--- config.mk ---
export PLATFORM = sky130hd
export DESIGN_NAME = sync_fifo_param
export DESIGN_NICKNAME = d
export VERILOG_FILES = /design/src/rtl/sync_fifo_param_pkg.sv /design/src/rtl/sync_fifo_param_sdp_ram.sv /design/src/rtl/sync_fifo_param.sv
export SDC_FILE = /design/constraint.sdc
export NUM_CORES = 1
export LEC_CHECK = 0
export ABC_AREA = 1
export BUFFER_PORTS_ARGS = -buffer_cell sky130_fd_sc_hd__buf_2
export CAP_MARGIN = 20
export CORE_UTILIZATION = 50
export DETAILED_ROUTE_END_ITERATION = 8
export HOLD_SLACK_MARGIN = 0.05
export PLACE_DENSITY = 0.67
export SLEW_MARGIN = 10
export SYNTH_ARGS = -nofsm -noshare
export SYNTH_HDL_FRONTEND = slang
export SYNTH_SLANG_ARGS = --single-unit
--- constraint.sdc ---
create_clock -name clk -period 3.2 [get_ports clk]
set_input_delay 0.64 -clock clk [delete_from_list [all_inputs] [get_ports clk]]
set_output_delay 0.64 -clock clk [all_outputs]
set_load 0.01 [all_outputs]
--- src/rtl/sync_fifo_param_pkg.sv ---
// sync_fifo_param_pkg: shared FIFO mode constants and width helper
package sync_fifo_param_pkg;
    localparam int FIFO_STD  = 0;
    localparam int FIFO_FWFT = 1;

    function automatic int clog2(input int n);
        int r;
        r = 0;
        for (int i = 0; i < 31; i++)
            if ((1 << i) < n) r = i + 1;
        return r;
    endfunction
endpackage

--- src/rtl/sync_fifo_param_sdp_ram.sv ---
// sync_fifo_param_sdp_ram: simple dual-port RAM, synchronous write, registered read-first port
module sync_fifo_param_sdp_ram #(
    parameter int WIDTH = 5,
    parameter int DEPTH = 16,
    parameter int AW    = 4
) (
    input  logic             clk,
    input  logic             we,
    input  logic [AW-1:0]    waddr,
    input  logic [WIDTH-1:0] wdata,
    input  logic             re,
    input  logic [AW-1:0]    raddr,
    output logic [WIDTH-1:0] rdata
);
    logic [WIDTH-1:0] mem [DEPTH];

    always_ff @(posedge clk) begin
        if (we) mem[waddr] <= wdata;
        if (re) rdata <= mem[raddr];
    end
endmodule

--- src/rtl/sync_fifo_param.sv ---
// sync_fifo_param: single-clock FIFO with thresholds, occupancy, error pulses and
// standard or first-word-fall-through read mode
module sync_fifo_param
    import sync_fifo_param_pkg::*;
#(
    parameter int WIDTH    = 5,
    parameter int DEPTH    = 16,
    parameter int FWFT     = FIFO_STD,
    parameter int AF_LEVEL = 14,
    parameter int AE_LEVEL = 2,
    localparam int AW      = clog2(DEPTH)
) (
    input  logic             clk,
    input  logic             rst_n,
    input  logic [WIDTH-1:0] din,
    input  logic             wr_en,
    input  logic             rd_en,
    output logic [WIDTH-1:0] dout,
    output logic             valid,
    output logic             full,
    output logic             empty,
    output logic             almost_full,
    output logic             almost_empty,
    output logic [AW:0]      count,
    output logic             overflow,
    output logic             underflow
);
    localparam logic [AW:0] FULL_CNT = (AW+1)'(DEPTH);
    localparam logic [AW:0] AF_CNT   = (AW+1)'(AF_LEVEL);
    localparam logic [AW:0] AE_CNT   = (AW+1)'(AE_LEVEL);
    localparam bit          IS_FWFT  = (FWFT == FIFO_FWFT);

    logic [AW-1:0]    wr_ptr, rd_ptr, rd_addr, ram_raddr;
    logic [AW:0]      count_nxt;
    logic [WIDTH-1:0] ram_q, byp_data;
    logic             rd_acc, wr_acc, byp_sel, loaded, valid_q;

    assign rd_acc    = rd_en & ~empty;
    assign wr_acc    = wr_en & (~full | rd_acc);
    assign rd_addr   = rd_ptr + AW'(rd_acc);
    // FWFT prefetches the post-pop head every cycle so it is on dout right after the edge
    assign ram_raddr = IS_FWFT ? rd_addr : rd_ptr;
    assign count_nxt = count + (AW+1)'(wr_acc) - (AW+1)'(rd_acc);

    sync_fifo_param_sdp_ram #(.WIDTH(WIDTH), .DEPTH(DEPTH), .AW(AW)) u_ram (
        .clk  (clk),
        .we   (wr_acc),
        .waddr(wr_ptr),
        .wdata(din),
        .re   (IS_FWFT | rd_acc),
        .raddr(ram_raddr),
        .rdata(ram_q)
    );

    always_ff @(posedge clk or negedge rst_n) begin
        if (!rst_n) begin
            wr_ptr       <= '0;
            rd_ptr       <= '0;
            count        <= '0;
            full         <= 1'b0;
            empty        <= 1'b1;
            almost_full  <= 1'b0;
            almost_empty <= 1'b1;
            overflow     <= 1'b0;
            underflow    <= 1'b0;
            valid_q      <= 1'b0;
            loaded       <= 1'b0;
            byp_sel      <= 1'b0;
            byp_data     <= '0;
        end else begin
            wr_ptr       <= wr_ptr + AW'(wr_acc);
            rd_ptr       <= rd_addr;
            count        <= count_nxt;
            full         <= count_nxt == FULL_CNT;
            empty        <= count_nxt == '0;
            almost_full  <= count_nxt >= AF_CNT;
            almost_empty <= count_nxt <= AE_CNT;
            overflow     <= wr_en & ~wr_acc;
            underflow    <= rd_en & ~rd_acc;
            valid_q      <= rd_acc;
            loaded       <= loaded | rd_acc;
            // read-first RAM returns stale data when the head is written this edge
            byp_sel      <= wr_acc && (wr_ptr == ram_raddr);
            byp_data     <= din;
        end
    end

    always_comb begin
        valid = IS_FWFT ? ~empty : valid_q;
        dout  = IS_FWFT ? (empty ? '0 : (byp_sel ? byp_data : ram_q)) : (loaded ? ram_q : '0);
    end
endmodule

==> metrics.yaml, run 1 <==
cp-start-kind: "register"
path_class: "reg2reg"
crit_top_cell: "inv_1"
max_freq_ghz: 0.396
buffer_ports.inserted: 25
crit_arrival_ns: 2.82
rr_startpoint: "empty$_DFF_PN1_"
via_count: 2918
slowest_delay_ns: 0.39
synth-compound-area-share: 0.00838
p_sw_frac: 0.386
wirelength_um: 8650
antenna_left: 0
hold_class: "in2async"
filler_cell_count: 768
io_pins: 26
intPower_w: 0.00273
antenna_found_initial: 0
syn_inst: 447
synthToLayoutAreaGrowth_pct: 9.19
synth_mux_area_frac: 0
drcViolationCount: 0
cellLeakagePower_nw: 2.31
dr.pass1.iters: 7
syn_area_per_cell_sq_um: 10.4
hold_viol: 0
yosys_warnings: 0
rsz0062_at_grt: "false"
grt_use_total: 0.199
async_flop_share: 0.198
start_util: 0.523
path_clk_slew_ns: 0.09
cts_hold_buf: 0
synthTopCellsByArea: "edfxtp_1 55%, dfrtp_1 10%, nand2_1 10%"
cp_slowest_cell: "dfstp_2"
path_buf_inv: 4
grt_pass1_wl_um: 14300
drive_above_1_share: 0.106
htreeDepth: 3
maxSlewViolCount: 0
root_buffer: "clkbuf_8"
cts_resized: 0
peakVddDrop_mv: 0.601
worst_slack_ns: 0.676
worstPathMaxFanout: 9
power.total_w: 0.00444
rows: 34
cts_tree: "done"
crit_family: "adder cells"
synth_fa_ha_area_frac: 0.0286
insertion_delay_ns: 0.36
placedInstanceArea_sq_mm: 0.00486
final_core_util: 0.571
grt_pass1_vias: 2918
netlist.area_leader.share: 0.551
stdcell_area_sq_mm: 0.00506
antenna_cells: 0
yosys_most_used_dff: "edfxtp_1"
die_width_um: 98.2
period_share: 0.789
startpoint: "empty$_DFF_PN1_"
pwr-share-comb: 0.376
fin_skew_ns: 0.00946
routabilityCongestion: 0.847
dp_slack_ns: 0.301
p_clk_frac: 0.181
required_ns: 3.50
numCtsBuffers: 9
synthSimpleGateAreaFrac: 0.200
max_slew_margin: 0.521
post-route-min-period_ns: 2.52
endpoint_kind: "register"
via_per_inst: 4.97
fin_tns_setup_ns: 0
yosys.area.top_type: "edfxtp_1"
cts_buffer_depth: 2
drt-wirelength-per-cell_um: 14.7
coreArea_sq_mm: 0.00885
path_depth: 13
cts_sinks: 106
p_per_area_mw_per_mm2: 879
synth-edff-count: 85
yosysSeqAreaShare: 0.665
p_switching_w: 0.00171
syn_area_sq_mm: 0.00463
setup_viol: 0
ff2ff_path_depth: 13
tightest_slew_ns: 0.718
ys_ff_latch: 106
place_hpwl_um: 5820
dieArea_sq_mm: 0.00965
cts_setup_buffers: 0
final_nets: 493
synth_fp_nets: 466
grt_max_degree: 23
ys_types: 25
path_cells: "or2_4 > inv_1 > ha_1 > inv_1 > ha_1 > inv_1 > fa_1 > nand3b_1 > nand2_1 > nand2_1 > nand2_1 > inv_1 > nor2_1"
die_h_um: 98.2
drtIter0Drc: 238
yosys.area_share.xor_xnor: 0.0132
synth_top_family_by_area: "simple AND/OR/NAND/NOR gates"
status: "finished clean"
sequentialPowerShare: 0.443
drv_cap: 0
overflow: 0
-- power groups by stage --
stage	logic (W)	clock network [W]	registers, W
2_1_floorplan	0.00121	0	0.00195
3_3_place_gp	0.00163	0	0.00199
3_5_place_dp	0.00168	0	0.00199
4_1_cts	0.00168	0.000811	0.00196
5_1_grt	0.00191	0.000865	0.00200
6_report	0.00167	0.000802	0.00197
-- layout make-up --
cell class	count	area [sq um]	area share
flip-flops and latches	106	3080	0.609
multi-input cells	240	1160	0.229
inverters	87	327	0.0646
repair buffers	30	163	0.0322
clock buffers	10	138	0.0272
well taps	108	135	0.0267
clock inverters	6	56.3	0.0111
-- Yosys cell counts, types with 2 or more instances --
master	instances
nand2_1	125
inv_1	86
xor2_1	5
dfstp_2	2
a21oi_1	2
ha_1	9
nand3_1	67
nand3b_1	2
xnor2_1	2
dfrtp_1	19
nor2_1	20
edfxtp_1	85
clkbuf_1	2
buf_2	10
-- worst paths after layout --
check / end / slack, ns
min reg2reg: underflow$_DFF_PN0_ / 0.51
max in group asynchronous: empty$_DFF_PN1_ / 2.64
max reg2reg: empty$_DFF_PN1_ / 0.68
max: empty$_DFF_PN1_ / 0.68
min: count[3]$_DFF_PN0_ / 0.21
min in group clk: underflow$_DFF_PN0_ / 0.48
-- cells in the final DEF (no fill, tap or decap) --
cell	synthesis	final
nand2_1	125	125
inv_1	86	86
edfxtp_1	85	85
nand3_1	67	67
buf_2	10	25
nor2_1	20	20
dfrtp_1	19	19
clkbuf_8	0	10
ha_1	9	9
xor2_1	5	5
buf_4	0	5
clkinv_2	0	3
a21oi_1	2	2
nand3b_1	2	2
xnor2_1	2	2
clkinv_1	1	2
dfstp_2	2	2
or2_4	1	1
a21oi_4	1	1
nand3_2	1	1
nor3_1	1	1
or2_2	1	1
o21ai_0	1	1
a21o_1	1	1
fa_1	1	1
clkinvlp_4	0	1
bufinv_16	0	1
-- flip-flops by register name, summed over array words and instances (netlist names), 4 cells and up --
register	count
u_ram.rdata	5
count	5
ram_raddr	4
wr_ptr	4
u_ram.mem	80
-- metrics by stage --
| stage | cells | hold slack, ns |
|---|---|---|
| 2_1_floorplan | 447 | 0.344 |
| 3_3_place_gp | 571 | 0.483 |
| 3_5_place_dp | 571 | 0.486 |
| 4_1_cts | 587 | 0.222 |
| 5_1_grt | 587 | 0.238 |
| 6_report | 587 | 0.214 |
-- cell families (layout without fill, tap and decap cells) --
| group | Yosys count | in the layout |
|---|---|---|
| AND/OR/NAND/NOR | 218 | 218 |
| flip-flops | 106 | 106 |
| buffers and inverters | 101 | 133 |
| XOR/XNOR | 7 | 7 |
| AO/OA/AOI/OAI | 5 | 5 |
| adder cells (fa/ha/maj) | 10 | 10 |
-- routing by layer --
metal	GRT usage	vias up	part of all wire
met5	0	-	0
met4	0.0999	0	0.025
met3	0.0315	18	0.035
met2	0.326	59	0.47
met1	0.260	1367	0.47
li1	-	1474	-
Power figures use the tool's default switching activity.
==> run 2: changes to the inputs <==
Settings changed: PLACE_DENSITY 0.67 to 0.7.
Clock period 3.2 ns to 2.2 ns, I/O delays scaled along.
==> metrics.yaml, run 2 (synthesis results as in run 1) <==
status: "finished, violations left"
violations: "negative setup slack"
largest_reg_flops: 80  # unchanged
grt_pass1_vias: 3029  # +3.8%
period_share: 1.06  # +0.268
grt_use_total: 0.205  # +0.00587
path_clk_slew_ns: 0.09  # about the same
dr.pass1.iters: 6  # -1
setup_viol: 4  # +4
wl_met2_um: 4210  # +2.8%
peakVddDrop_mv: 0.856  # +42%
worst_slack_ns: -0.124  # -0.800 ns
rows: 34  # unchanged
endpoint_kind: "register"
dr.max_layer_used: "met4"
drcViolationCount: 0  # unchanged
htreeDepth: 3  # unchanged
fin_skew_ns: 0.00760  # -0.00186 ns
die_h_um: 98.2  # unchanged
drive_above_1_share: 0.169  # +0.0625
place_hpwl_um: 5900  # +1.3%
rsz0062_at_grt: "true"
antenna_cells: 0  # unchanged
drt-wirelength-per-cell_um: 14.6  # -1.1%
cts_sinks: 106  # unchanged
hold_viol: 0  # unchanged
layout_common_cells: "124 x nand2_1, 85 x edfxtp_1, 79 x inv_1, 67 x nand3_1, 27 x buf_4"
drtIter0Drc: 223  # -6.3%
layout_commonest_cell: "nand2_1"
tightest_slew_ns: 0.685  # -0.0327 ns
start_util: 0.523  # unchanged
cp-start-kind: "register"
crit_arrival_ns: 2.62  # -0.20 ns
coreArea_sq_mm: 0.00885  # unchanged
dieArea_sq_mm: 0.00965  # unchanged
overflow: 0  # unchanged
filler_cell_count: 745  # -3.0%
buffer_ports.inserted: 25  # unchanged
antenna_left: 0  # unchanged
via_count: 3054  # +4.7%
final_nets: 517  # +4.9%
post-route-min-period_ns: 2.32  # -0.200 ns
die_width_um: 98.2  # unchanged
regMostFlops: "u_ram.mem"
cts_tree: "done"
stdcell_area_sq_mm: 0.00526  # +4.1%
drv_cap: 0  # unchanged
routabilityCongestion: 0.858  # +1.2%
hold_class: "in2reg"
final_core_util: 0.595  # +0.0235
cellLeakagePower_nw: 2.42  # +4.9%
worstPathMaxFanout: 3  # -6
insertion_delay_ns: 0.36  # about the same
dp_slack_ns: -0.452  # -0.753 ns
root_buffer: "clkbuf_8"
synthToLayoutAreaGrowth_pct: 13.7
placedInstanceArea_sq_mm: 0.00502  # +3.2%
fin_tns_setup_ns: -0.326  # -0.326 ns
wirelength_um: 8910  # +3.0%
path_class: "reg2reg"
grt_pass1_wl_um: 14700  # +2.9%
via_per_inst: 5.00  # +0.55%
p_per_area_mw_per_mm2: 1260  # +44%
maxSlewViolCount: 0  # unchanged
grt_max_degree: 41  # +78%
largestRegisters: "u_ram.mem x80, count x5, u_ram.rdata x5"
max_slew_margin: 0.543  # +0.0218
required_ns: 2.49  # -1.01 ns
max_freq_ghz: 0.430  # +8.6%
antenna_found_initial: 0  # unchanged
wl_met3_um: 286  # -6.2%
numCtsBuffers: 9  # unchanged
io_pins: 26  # unchanged
met1_length_um: 4110  # +1.8%
cts_buffer_depth: 2  # unchanged
run 2: cell count changes in the layout (fill, tap and decap cells not counted), sizes merged:
cell and change:
buf +23, clkbuf +3, clkinv -2, bufinv -1, clkinvlp -1, dlygate4sd3 +1
inv +1
run 2: layout make-up:
cell class / count / area (sq um) / share of cell area
flip-flops and latches: 106 / 3080 / 0.585
multi-input cells: 240 / 1200 / 0.228
repair buffers: 54 / 349 / 0.0663
inverters: 87 / 334 / 0.0635
clock buffers: 13 / 149 / 0.0283
well taps: 108 / 135 / 0.0257
clock inverters: 3 / 16.3 / 0.00309
run 2: where the power goes:
group / internal [W] / leakage [nW] / total [W] / switching (W)
Sequential: 0.00259 / 1.02 / 0.00281 / 0.000223
Combinational: 0.00105 / 1.32 / 0.00279 / 0.00174
Clock: 0.000442 / 0.0877 / 0.00105 / 0.000607
run 2: layer usage:
| layer | up-vias | global-route usage |
|---|---|---|
| li1 | 1522 | - |
| met1 | 1432 | 0.270 |
| met2 | 73 | 0.328 |
| met3 | 27 | 0.0322 |
| met4 | 0 | 0.117 |
| met5 | - | 0 |
run 2: critical path, cell delays in order (launching register included):
cell	delay, ns
dfstp_2	0.38
or2_4	0.24
a21oi_4	0.16
inv_2	0.06
ha_4	0.21
inv_2	0.06
ha_4	0.13
inv_2	0.04
fa_2	0.54
inv_2	0.05
nor3_2	0.17
nand2_1	0.10
nor2_1	0.13
run 2: final timing paths:
check | from | cells past startpoint | end | slack, ns
setup / recovery | empty$_DFF_PN1_ | 12 | empty$_DFF_PN1_ | -0.12
min in group asynchronous | rst_n | 2 | ram_raddr[2]$_DFF_PN0_ | 0.55
setup reg to reg | empty$_DFF_PN1_ | 12 | empty$_DFF_PN1_ | -0.12
max in group asynchronous | rst_n | 2 | empty$_DFF_PN1_ | 1.30
hold reg to reg | wr_ptr[2]$_DFF_PN0_ | 1 | wr_ptr[2]$_DFF_PN0_ | 0.55
hold / removal | rd_en | 3 | underflow$_DFF_PN0_ | 0.34
run 2: timing repair:
action                                 in CTS  in global routing
hold buffers                                1                  0
setup endpoints to repair                   5                  6
buffers inserted                            4                  2
pin swaps                                   3                  6
gates cloned                                0                  0
endpoints found under the hold margin      19                  0
resized for setup                           2                  4
run 2: metrics by stage:
step	std cells	power (W)	hold WS [ns]
after floorplan	447	0.00469	0.144
after global placement	588	0.00541	0.416
after detailed placement	588	0.00551	0.421
after CTS	609	0.00660	0.328
after global routing	611	0.00719	0.333
final	611	0.00665	0.340
